**src/rtl/alu_sequencer.sv**
```systemverilog
// Sequencer that issues {src, dst, op} tuples to a multi-cycle ALU over a
// start/done handshake and keeps the result in a chainable accumulator.
module alu_sequencer #(
   parameter int W       = 16,
   parameter int OPW     = 4,
   parameter int TIMEOUT = 15
) (
   input  logic           Clock,
   input  logic           Reset,
   input  logic           clear,
   input  logic           in_valid,
   output logic           in_ready,
   input  logic [W-1:0]   in_src,
   input  logic [W-1:0]   in_dst,
   input  logic [OPW-1:0] in_op,
   input  logic           in_chain,
   output logic           alu_start,
   output logic [W-1:0]   alu_a,
   output logic [W-1:0]   alu_b,
   output logic [OPW-1:0] alu_op,
   input  logic           alu_done,
   input  logic [W-1:0]   alu_result,
   input  logic           alu_err,
   output logic [W-1:0]   acc,
   output logic           acc_valid,
   output logic           error,
   output logic           busy,
   output logic [7:0]     op_count
);

   typedef enum logic [1:0] {
      S_IDLE,
      S_ISSUE,
      S_WAIT,
      S_ERR
   } state_t;

   // Last WAIT cycle index: the timeout fires on the TIMEOUT-th edge spent in WAIT.
   localparam logic [7:0] TIMER_LAST = 8'(TIMEOUT - 1);

   state_t     state;
   logic [7:0] timer;

   assign in_ready = (state == S_IDLE);
   assign busy     = (state == S_ISSUE) || (state == S_WAIT);

   // NOTE: all state uses non-blocking assignments so every register samples
   // the pre-edge values of the others, independent of statement order.
   always_ff @(posedge Clock) begin
      if (Reset) begin
         state     <= S_IDLE;
         timer     <= '0;
         acc       <= '0;
         acc_valid <= 1'b0;
         error     <= 1'b0;
         op_count  <= '0;
         alu_start <= 1'b0;
         alu_a     <= '0;
         alu_b     <= '0;
         alu_op    <= '0;
      end else if (clear) begin
         // op_count and the latched ALU operands deliberately survive a clear.
         state     <= S_IDLE;
         timer     <= '0;
         acc       <= '0;
         acc_valid <= 1'b0;
         error     <= 1'b0;
         alu_start <= 1'b0;
      end else begin
         alu_start <= 1'b0;
         unique case (state)
            S_IDLE: begin
               if (in_valid) begin
                  alu_a     <= (in_chain && acc_valid) ? acc : in_src;
                  alu_b     <= in_dst;
                  alu_op    <= in_op;
                  alu_start <= 1'b1;
                  state     <= S_ISSUE;
               end
            end
            S_ISSUE: begin
               timer <= '0;
               state <= S_WAIT;
            end
            S_WAIT: begin
               // A done pulse takes priority over a timeout landing on the same edge.
               if (alu_done) begin
                  if (alu_err) begin
                     error <= 1'b1;
                     state <= S_ERR;
                  end else begin
                     acc       <= alu_result;
                     acc_valid <= 1'b1;
                     op_count  <= op_count + 8'd1;
                     state     <= S_IDLE;
                  end
               end else if (timer == TIMER_LAST) begin
                  error <= 1'b1;
                  state <= S_ERR;
               end else begin
                  timer <= timer + 8'd1;
               end
            end
            S_ERR: begin
               state <= S_ERR;
            end
            default: state <= S_IDLE;
         endcase
      end
   end

endmodule

```
**config.mk**
```make
export PLATFORM = sky130hd
export DESIGN_NAME = alu_sequencer
export DESIGN_NICKNAME = d
export VERILOG_FILES = /design/src/rtl/alu_sequencer.sv
export SDC_FILE = /design/constraint.sdc
export NUM_CORES = 1
export LEC_CHECK = 0
export CAP_MARGIN = 20
export CORE_UTILIZATION = 40
export CTS_BUF_LIST = sky130_fd_sc_hd__clkbuf_8
export CTS_CLUSTER_DIAMETER = 120
export CTS_CLUSTER_SIZE = 10
export DETAILED_ROUTE_END_ITERATION = 16
export HOLD_SLACK_MARGIN = 0.15
export PLACE_DENSITY_LB_ADDON = 0.25
export SLEW_MARGIN = 20
export SYNTH_ARGS = -nofsm -noshare
export SYNTH_HDL_FRONTEND = slang
export SYNTH_SLANG_ARGS = --single-unit
```
**constraint.sdc**
```tcl
create_clock -name Clock -period 4.9 [get_ports Clock]
set_input_delay 0.98 -clock Clock [delete_from_list [all_inputs] [get_ports Clock]]
set_output_delay 0.98 -clock Clock [all_outputs]
set_load 0.1 [all_outputs]
```
Word level (Yosys, flattened, before mapping) --
Cells that the tools add are included. Widths: inputs -> output; s select.
Word-level totals: register bits after elaboration 73, logic and storage cells 50
Operators by class: add/subtract/negate cells 2, equal/unequal tests 9, muxes and demuxes 13, bitwise logic cells 3, reduce and logical (&&, ||, !) cells 13
Operator list (number):
- $add 8x1->8 const B | 2
- $mux 16 | 1
- $mux 8 | 2
- $pmux 8 s2 | 1
- $reduce_and 3->1 | 4
- $eq 8x4->1 const B | 1
- $mux 2 | 4
- $pmux 2 s4 | 1
- $ne 2x2->1 const B | 3
- $eq 2x2->1 const B | 2
- $mux 1 | 4
- $reduce_and 4->1 | 1
- $reduce_bool 2->1 | 2
- $ne 3x2->1 const B | 1
- $not 1->1 | 3
- $reduce_or 3->1 | 1
- $eq 2x1->1 const B | 1
- $logic_not 2->1 | 1
- $ne 2x1->1 const B | 1
- $reduce_and 2->1 | 1
- $reduce_or 2->1 | 1
- $logic_and 1x1->1 | 1
- $logic_or 1x1->1 | 1

Depth between registers and ports, before layout --
Gate-level depths: netlist of run 1.
word-level depth 4, depth in mapped cells 8

Least setup slack after synthesis of run 1 --
No wires, ideal clock.
path kind flip-flop to flip-flop, from register state[0], to register alu_a[0], data arrival time 2.244 ns, required time 4.809 ns, setup slack 2.565 ns, stages on the path, launching flop included 8, path through dfxtp_1 > inv_1 > ha_1 > and3b_1 > buf_2 > clkbuf_1 > nor2_1 > a311oi_1
On the way: word-level cells in the longest chain between the ends 2
Ends and longest elaborated chain:
- from (decl) | RTL line 41 | state_t state;
- from (signal assigned) | RTL line 51 | state <= S_IDLE;
- from (signal assigned) | RTL line 63 | state <= S_IDLE;
- from (signal assigned) | RTL line 78 | state <= S_ISSUE;
- $logic_not 2->1
- named net in_ready | RTL line 12 | output logic in_ready,
- $reduce_and 3->1 (no source line)
- to (signal assigned) | RTL line 74 | alu_a <= (in_chain && acc_valid) ? acc : in_src;
- to (decl) | RTL line 18 | output logic [W-1:0] alu_a,
The timed path passes the listed nets, and every way through them passes these cells. A chain may end at the register's enable or synchronous reset.

Worst setup path in the final report of run 1 --
from register state[0], to output port busy
On the way: word-level cells in the longest chain between the ends 2, elaborated cells on any way between the ends 3
Ends and longest elaborated chain:
- $eq 2x1->1 / $eq 2x2->1 (equally long branches) | RTL line 45 | assign busy = (state == S_ISSUE) || (state == S_WAIT);
- $logic_or 1x1->1 * | RTL line 45
- to (decl) | RTL line 27 | output logic busy,
Every way passes the cells marked *; elsewhere a longest branch is shown, timed or not.

==> results of run 1 <==
power breakdown:
group / switching, mW / internal [mW]
clock network: 0.221 / 0.282
logic: 0.202 / 0.0930
registers: 0.00971 / 0.612
metrics by stage:
| step | instances | power (mW) |
|---|---|---|
| final | 596 | 1.42 |
| after global placement | 580 | 0.929 |
| after global routing | 596 | 1.47 |
| after detailed placement | 580 | 0.931 |
| after CTS | 596 | 1.43 |
| after floorplan | 383 | 0.835 |
per-layer routing:
layer  GRT usage, %  wire [µm]  share of wire [%]
met1           27.8       3980                 47
met4           9.01        126                1.5
met5              0          0                  0
met2           33.6       3910                 46
met3           4.91        443                5.2
tightest hold or removal path: cells and delay by family (launching register included):
family	cells	cell delay, ns
DFF	1	0.31
and+or+nand+nor	1	0.05
AOI/OAI and AO/OA	1	0.05
synthesized netlist by cell type, types with 2 or more instances:
library cell  count
and2b_2           2
inv_1             5
mux2i_1           2
ha_1              8
o22ai_1           6
clkbuf_1         20
buf_6             2
buf_1             2
nor2_1           32
and3_2            2
dfxtp_1          73
and3_1            2
nand2_1         102
a21oi_1          46
a311oi_1         16
xor2_1            6
or2_2             2
nand4_1           8
or3_1             5
nand3_1          20
buf_2             2
state kept, by name, indices dropped and copies added, names as in the netlist, 2 cells and up:
name      flops
alu_op        4
state         2
alu_b        16
alu_a        16
op_count      8
acc          16
timer         8
kinds of logic after synthesis:
kind of cell    count (synthesis)  share of synthesized area [%]
fa+ha+maj                       8                           3.23
flops                          73                           47.2
compound gates                 76                           16.0
simple gates                  185                           26.5
buf+inv                        32                           4.48
mux                             2                          0.646
xor+xnor                        7                           1.98
layout make-up:
cell class	count	area [µm²]	area share (%)
well taps	99	124	2.71
inverters	5	18.8	0.411
clock inverters	7	87.6	1.92
repair buffers	125	1250	27.3
clock buffers	9	124	2.71
multi-input cells	278	1500	32.9
flip-flops and latches	73	1460	32.0
worst min-delay path by stage:
stage / startpoint / cells after the start / end
after detailed placement: alu_b[10] / 2 / alu_b[10]
after global placement: alu_op[1] / 2 / alu_op[1]
after floorplan: timer[7] / 2 / timer[7]
after CTS: alu_b[5] / 2 / alu_b[5]
final: alu_b[12] / 2 / alu_b[12]
after global routing: alu_b[1] / 2 / alu_b[1]
cell usage in the layout, fill, tap and decap left out, types with 2 or more instances in the layout:
cell	count
ha_1	8
and3_2	2
or3_1	5
nand3_1	20
nand4_1	8
inv_1	7
or2_2	2
bufinv_16	2
a21oi_1	46
dfxtp_1	73
xor2_1	6
clkdlybuf4s50_1	123
nand2_1	102
and2b_2	2
nor2_1	31
buf_4	2
and3_1	2
clkbuf_8	9
mux2i_1	2
clkinvlp_4	2
a311oi_1	16
o22ai_1	6
==> results.json, run 1 <==
{
  "hold_violations": 0,
  "worstReg2RegStart": "state[0]",
  "finalMaxSlewViolations": 0,
  "cp.required_ns": 3.92,
  "yosysWarnings": 0,
  "synth_edf_count": 0,
  "drt_pre_antenna_iters": 5,
  "die_y_um": 90.0,
  "path_clk_slew_ns": 0.08,
  "relSlewSlack_pct": 31.9,
  "grt_pass1_vias": 2895,
  "min_path_type": "flop to flop",
  "grt_setup_unrepaired": "false",
  "power_leakage_nw": 1.60,
  "r2r_setup_slack_ns": 2.86,
  "cp_slowest_stage_delay_ns": 1.13,
  "root_buffer": "clkbuf_8",
  "synthDistinctLibCells": 41,
  "syn_area_mm2": 0.00310,
  "io_pins": 124,
  "ys_ff_latch": 73,
  "path_cells": "inv_1 > ha_1 > clkdlybuf4s50_1",
  "ys_seq_area_share_pct": 47.2,
  "die_area_mm2": 0.00810,
  "final.fill_count": 672,
  "status": "complete, no violations",
  "hold_ws_ns": 0.455,
  "synth_nets": 450,
  "crit_buf_inv": 2,
  "stdcell_area_mm2": 0.00456,
  "diodes": 0,
  "final_antenna_net_count": 0,
  "crit_fanout": 4,
  "yosysTopAreaCell": "dfxtp_1",
  "min_period_over_period_pct": 66.7,
  "drtIter0Drc": 133,
  "max_freq_ghz": 0.306,
  "post_drt_via_cell_ratio": 5.05,
  "coreArea_mm2": 0.00737,
  "vias": 3012,
  "drc": 0,
  "ys.flop_type": "dfxtp_1",
  "tritoncts": "done",
  "insertion_delay_ns": 0.34,
  "numCtsBuffers": 9,
  "setup_tns_ns": 0,
  "rr_endpoint": "alu_a[4]",
  "place.gp.congestion": 0.837,
  "cp-end-kind": "output port",
  "grt_pass1_wl_mm": 13.9,
  "post-route-util_pct": 61.9,
  "grt_usage_pct": 21.3,
  "vdd_drop_max_mv": 0.189,
  "htreeDepth": 3,
  "worst_slack_ns": 1.63,
  "dp_hpwl_mm": 6.00,
  "fin_skew_ns": 0.00717,
  "finalNetCount": 559,
  "postSynthCellCount": 383,
  "clock_path_buffers": 2,
  "placed_cell_area_mm2": 0.00435,
  "r2r_cells": 5,
  "place_ws_ns": 1.82,
  "die_w_um": 90.0,
  "async_flop_share_pct": 0,
  "max_slew.worst_pin.slew_ns": 1.02,
  "start_kind": "flop",
  "clkSinkCount": 73,
  "drive_above_1_share_pct": 6.04,
  "crit_family": "buffers and inverters",
  "cts_resized": 0,
  "postCtsSetupRepairBufs": 0,
  "power.density_mw_per_mm2": 311,
  "finalSetupViolCount": 0,
  "yosysTopAreaCellShare_pct": 47.2,
  "critPathCapture": "busy",
  "arrival_ns": 2.29,
  "antenna_found_initial": 0,
  "ctsHoldBuffers": 0,
  "routed_wl_mm": 8.46,
  "row_count": 31,
  "grt.overflow.total": 0,
  "startpoint": "state[0]",
  "cap_violations": 0,
  "syn_avg_cell_area_um2": 8.09,
  "syn2layout_area_growth_pct": 47.3,
  "yosys-top-cells-area": "dfxtp_1 (47%), nand2_1 (12%), a21oi_1 (7.4%)",
  "routedWlPerCell_um": 14.2,
  "cpMaxStageDelayCell": "clkdlybuf4s50_1",
  "portBuffers": 123,
  "finalCriticalPeriod_ns": 3.27,
  "crit_cells": 3,
  "grt_max_degree": 53,
  "crit_type": "flop to output port",
  "initial_core_util_pct": 42.0
}
Note: power is estimated with default switching activity, not from simulation.
==> inputs of run 2 (changes only) <==
==> constraint.sdc (replaced) <==
create_clock -name Clock -period 2.95 [get_ports Clock]
set_input_delay 0.59 -clock Clock [delete_from_list [all_inputs] [get_ports Clock]]
set_output_delay 0.59 -clock Clock [all_outputs]
set_load 0.1 [all_outputs]
==> run 2 against run 1 <==
Die area did not move. Sequential power rose by 66%. Clock power rose by 41%. First-iteration DRC count fell by 0.75%. Critical path type unchanged. Critical endpoint unchanged.
==> results.json, run 2 (synthesis results as in run 1) <==
{
  "grt_usage_pct": 21.4,
  "crit_fanout": 4,
  "setup_tns_ns": 0,
  "htreeDepth": 3,
  "drive_above_1_share_pct": 20.3,
  "syn2layout_area_growth_pct": 42.4,
  "antenna_found_initial": 0,
  "drtIter0Drc": 132,
  "finalNetCount": 565,
  "layout_commonest_cell": "nand2_1",
  "die_area_mm2": 0.00810,
  "crit_buf_inv": 2,
  "relSlewSlack_pct": 54.4,
  "path_clk_slew_ns": 0.08,
  "final_antenna_net_count": 0,
  "multiInputGateArea_mm2": 0.00150,
  "grt_max_degree": 53,
  "root_buffer": "clkbuf_8",
  "start_kind": "flop",
  "routed_wl_mm": 8.51,
  "p_seq_share_pct": 46.4,
  "tritoncts": "done",
  "switching_share_pct": 33.0,
  "path_cells": "inv_1 > ha_1 > buf_4",
  "grt_setup_unrepaired": "false",
  "power.density_mw_per_mm2": 505,
  "cpMaxStageDelayCell": "dfxtp_1",
  "p_comb_share_pct": 21.8,
  "finalMaxSlewViolations": 0,
  "numCtsBuffers": 9,
  "fin_skew_ns": 0.0113,
  "post_drt_via_cell_ratio": 5.03,
  "io_pins": 124,
  "clkSinkCount": 73,
  "crit_type": "flop to output port",
  "p_int_mw": 1.49,
  "die_w_um": 90.0,
  "insertion_delay_ns": 0.35,
  "arrival_ns": 1.43,
  "routedWlPerCell_um": 14.1,
  "vias": 3030,
  "drc": 0,
  "cap_violations": 0,
  "max_freq_ghz": 0.495,
  "cp_slowest_stage_delay_ns": 0.39,
  "portBuffers": 123,
  "crit_family": "buffers and inverters",
  "coreArea_mm2": 0.00737,
  "drt_pre_antenna_iters": 5,
  "max_slew.worst_pin.slew_ns": 0.682,
  "clock_path_buffers": 2,
  "initial_core_util_pct": 42.0,
  "min_path_type": "flop to flop",
  "cts_resized": 0,
  "pwr-share-clk_pct": 31.8,
  "finalCriticalPeriod_ns": 2.02,
  "postCtsSetupRepairBufs": 0,
  "die_y_um": 90.0,
  "p_total_mw": 2.23,
  "final.fill_count": 690,
  "vdd_drop_max_mv": 0.295,
  "cp-end-kind": "output port",
  "power_leakage_nw": 1.73,
  "place.gp.congestion": 0.831,
  "grt.overflow.total": 0,
  "mostFrequentLayoutCells": "nand2_1 (102), dfxtp_1 (73), buf_4 (73)",
  "cp.required_ns": 2.36,
  "dp_hpwl_mm": 6.14,
  "hold_violations": 0,
  "min_period_over_period_pct": 68.5,
  "diodes": 0,
  "finalSetupViolCount": 0,
  "ctsHoldBuffers": 0,
  "grt_pass1_vias": 2810,
  "seq_area_mm2": 0.00146,
  "top_regs": "acc x16, alu_a x16, alu_b x16",
  "row_count": 31,
  "grt_pass1_wl_mm": 14.0,
  "power.switching_mw": 0.734,
  "status": "complete, no violations"
}
-- run 2: cell types whose count changed in the layout (fill, tap and decap cells not counted), sizes merged --
cell | previous run | this run
clkbuf | 9 | 10
bufinv | 2 | 0
inv | 7 | 6
clkdlybuf4s50 | 123 | 58
clkinv | 1 | 3
buf | 2 | 73
-- run 2: cell type report --
| type | instances | area share [%] |
|---|---|---|
| clock inverters | 6 | 0.964 |
| inverters | 5 | 0.425 |
| flip-flops and latches | 73 | 33.1 |
| repair buffers | 131 | 25.6 |
| well taps | 99 | 2.81 |
| clock buffers | 10 | 3.12 |
| multi-input cells | 278 | 34.0 |
-- run 2: worst min-delay path, cell delays in order (launching register included) --
cell and delay [ns]:
dfxtp_1 0.32, nand2_1 0.05, a21oi_1 0.05
-- run 2: worst paths after layout --
path | startpoint | end | slack, ns | depth (start not counted)
hold reg to reg | alu_op[3] | alu_op[3] | 0.46 | 2
setup / recovery | state[0] | busy | 0.93 | 3
hold / removal | alu_op[3] | alu_op[3] | 0.46 | 2
setup reg to reg | state[0] | op_count[4] | 1.01 | 7
-- run 2: per-stage QoR --
step / utilization, % / setup slack, ns / cells / hold WS (ns) / instance area (µm²)
final: 59.9 / 0.931 / 602 / 0.458 / 4410
after floorplan: - / 0.615 / 383 / 0.455 / 3100
after CTS: 59.9 / 0.905 / 602 / 0.459 / 4410
after global routing: 59.9 / 0.853 / 602 / 0.483 / 4410
after global placement: 57.4 / 0.746 / 586 / 0.443 / 4230
after detailed placement: 57.4 / 0.687 / 586 / 0.449 / 4230
-- run 2: power groups by stage --
stage	combinational (mW)	clock (mW)	sequential, mW
after global routing	0.509	0.773	1.04
final	0.485	0.709	1.03
after detailed placement	0.484	0	1.06
after floorplan	0.116	0	1.27
after CTS	0.486	0.727	1.03
after global placement	0.481	0	1.06
-- run 2: layer usage --
metal	vias up	global-route usage (%)	part of all wire, %
li1	1543	-	-
met1	1373	28.7	48
met2	102	32.4	44
met3	12	6.51	6.4
met4	0	7.80	1.3
met5	-	0	0
==> inputs of run 3 (changes only) <==
==> constraint.sdc (replaced) <==
create_clock -name Clock -period 2 [get_ports Clock]
set_input_delay 0.4 -clock Clock [delete_from_list [all_inputs] [get_ports Clock]]
set_output_delay 0.4 -clock Clock [all_outputs]
set_load 0.1 [all_outputs]
==> run 3 against run 2 <==
Flip-flop and latch count stayed put. Largest cell class unchanged. Clock power increased by 100%. Sequential power rose by 48%. Die area stayed put. Clock skew shrank 0.0059 ns. Critical endpoint is now timer[5]. Combinational power up 52%. Core utilization up 2.4 points. Critical path type is now flop to flop.
==> results.json, run 3 (synthesis results as in run 1) <==
{
  "grt_util_met1_pct": 27.8,
  "antenna_found_initial": 0,
  "hold_violations": 0,
  "finalMaxSlewViolations": 0,
  "cp.required_ns": 2.27,
  "crit_type": "flop to flop",
  "drt_pre_antenna_iters": 4,
  "cap_violations": 0,
  "die_w_um": 90.0,
  "min_period_over_period_pct": 89.9,
  "clkSinkCount": 73,
  "final.fill_count": 660,
  "finalSetupViolCount": 0,
  "max_slew.worst_pin.slew_ns": 0.604,
  "pwr-share-clk_pct": 39.1,
  "multiInputGateArea_mm2": 0.00151,
  "power_leakage_nw": 1.82,
  "place.gp.congestion": 0.827,
  "met2_usage_pct": 31.7,
  "relSlewSlack_pct": 59.7,
  "insertion_delay_ns": 0.35,
  "routedWlPerCell_um": 13.9,
  "layout_commonest_cell": "nand2_1",
  "max_freq_ghz": 0.556,
  "finalCriticalPeriod_ns": 1.80,
  "htreeDepth": 3,
  "start_kind": "flop",
  "grt_max_degree": 53,
  "drive_above_1_share_pct": 21.4,
  "die_area_mm2": 0.00810,
  "dp_hpwl_mm": 6.00,
  "cp-end-kind": "flop",
  "clock_path_buffers": 2,
  "status": "complete, no violations",
  "grt_pass1_vias": 2759,
  "root_buffer": "clkbuf_8",
  "cts_resized": 0,
  "drtIter0Drc": 130,
  "die_y_um": 90.0,
  "post_drt_via_cell_ratio": 5.05,
  "min_path_type": "input pin to flop",
  "row_count": 31,
  "numCtsBuffers": 9,
  "routed_wl_mm": 8.43,
  "finalNetCount": 571,
  "ctsHoldBuffers": 0,
  "power.switching_mw": 1.08,
  "io_pins": 124,
  "power.density_mw_per_mm2": 809,
  "final_antenna_net_count": 0,
  "diodes": 0,
  "grt_pass1_wl_mm": 13.5,
  "grt_use_met3_pct": 4.65,
  "coreArea_mm2": 0.00737,
  "p_int_mw": 2.63,
  "syn2layout_area_growth_pct": 48.1,
  "post-route-util_pct": 62.3,
  "drc": 0,
  "postCtsSetupRepairBufs": 0,
  "p_total_mw": 3.71,
  "top_regs": "acc x16, alu_a x16, alu_b x16",
  "p_comb_share_pct": 19.8,
  "fin_skew_ns": 0.00540,
  "crit_fanout": 8,
  "seq_area_mm2": 0.00146,
  "switching_share_pct": 29.1,
  "p_seq_share_pct": 41.0,
  "portBuffers": 123,
  "busiest_layer": "met2",
  "initial_core_util_pct": 42.0,
  "vdd_drop_max_mv": 0.340,
  "arrival_ns": 2.07,
  "setup_tns_ns": 0,
  "grt_usage_pct": 20.8,
  "grt_setup_unrepaired": "false",
  "grt.overflow.total": 0,
  "vias": 3068,
  "tritoncts": "done",
  "path_clk_slew_ns": 0.08,
  "mostFrequentLayoutCells": "nand2_1 (102), buf_4 (75), dfxtp_1 (73)"
}
## run 3: stage by stage
step	instances	area [µm²]	hold slack, ns	worst slack (ns)
floorplan	383	3110	0.455	0.00897
global placement	592	4330	0.442	0.0985
detailed placement	592	4330	0.450	0.0638
CTS	608	4590	0.394	0.216
global route	608	4590	0.411	0.0867
finish	608	4590	0.407	0.202
## run 3: path summary, 6_finish.rpt
| kind | startpoint | endpoint | slack [ns] | depth (start not counted) |
|---|---|---|---|---|
| worst max register to register | state[0] | timer[5] | 0.20 | 6 |
| worst min register to register | alu_b[6] | alu_b[6] | 0.46 | 2 |
| worst max-delay path | state[0] | timer[5] | 0.20 | 6 |
| worst min-delay path | Reset | state[1] | 0.41 | 4 |
## run 3: power by group through the flow
stage	Sequential, mW	Combinational (mW)	Clock (mW)
6_report	1.52	0.735	1.45
5_1_grt	1.53	0.769	1.54
4_1_cts	1.52	0.739	1.48
3_5_place_dp	1.56	0.736	0
3_3_place_gp	1.56	0.732	0
2_1_floorplan	1.87	0.178	0
## run 3: critical path: stages, from the launching register on
cell	delay, ns
dfxtp_1	0.35
inv_1	0.18
ha_1	0.33
o2bb2ai_1	0.13
o21bai_4	0.22
or2_2	0.34
o22ai_1	0.17
## run 3: cell type report
| type | count | area share (%) |
|---|---|---|
| Multi-Input combinational cell | 278 | 32.9 |
| Clock inverter | 5 | 2.24 |
| Tap cell | 99 | 2.70 |
| Inverter | 5 | 0.409 |
| Sequential cell | 73 | 31.9 |
| Clock buffer | 11 | 3.30 |
| Timing Repair Buffer | 137 | 26.6 |
## run 3: routing by layer
layer  share of wire [%]  vias to the layer above
met5                   0                        -
met4                 2.8                        0
met3                 5.7                       16
met2                  44                      112
met1                  48                     1391
li1                    -                     1549
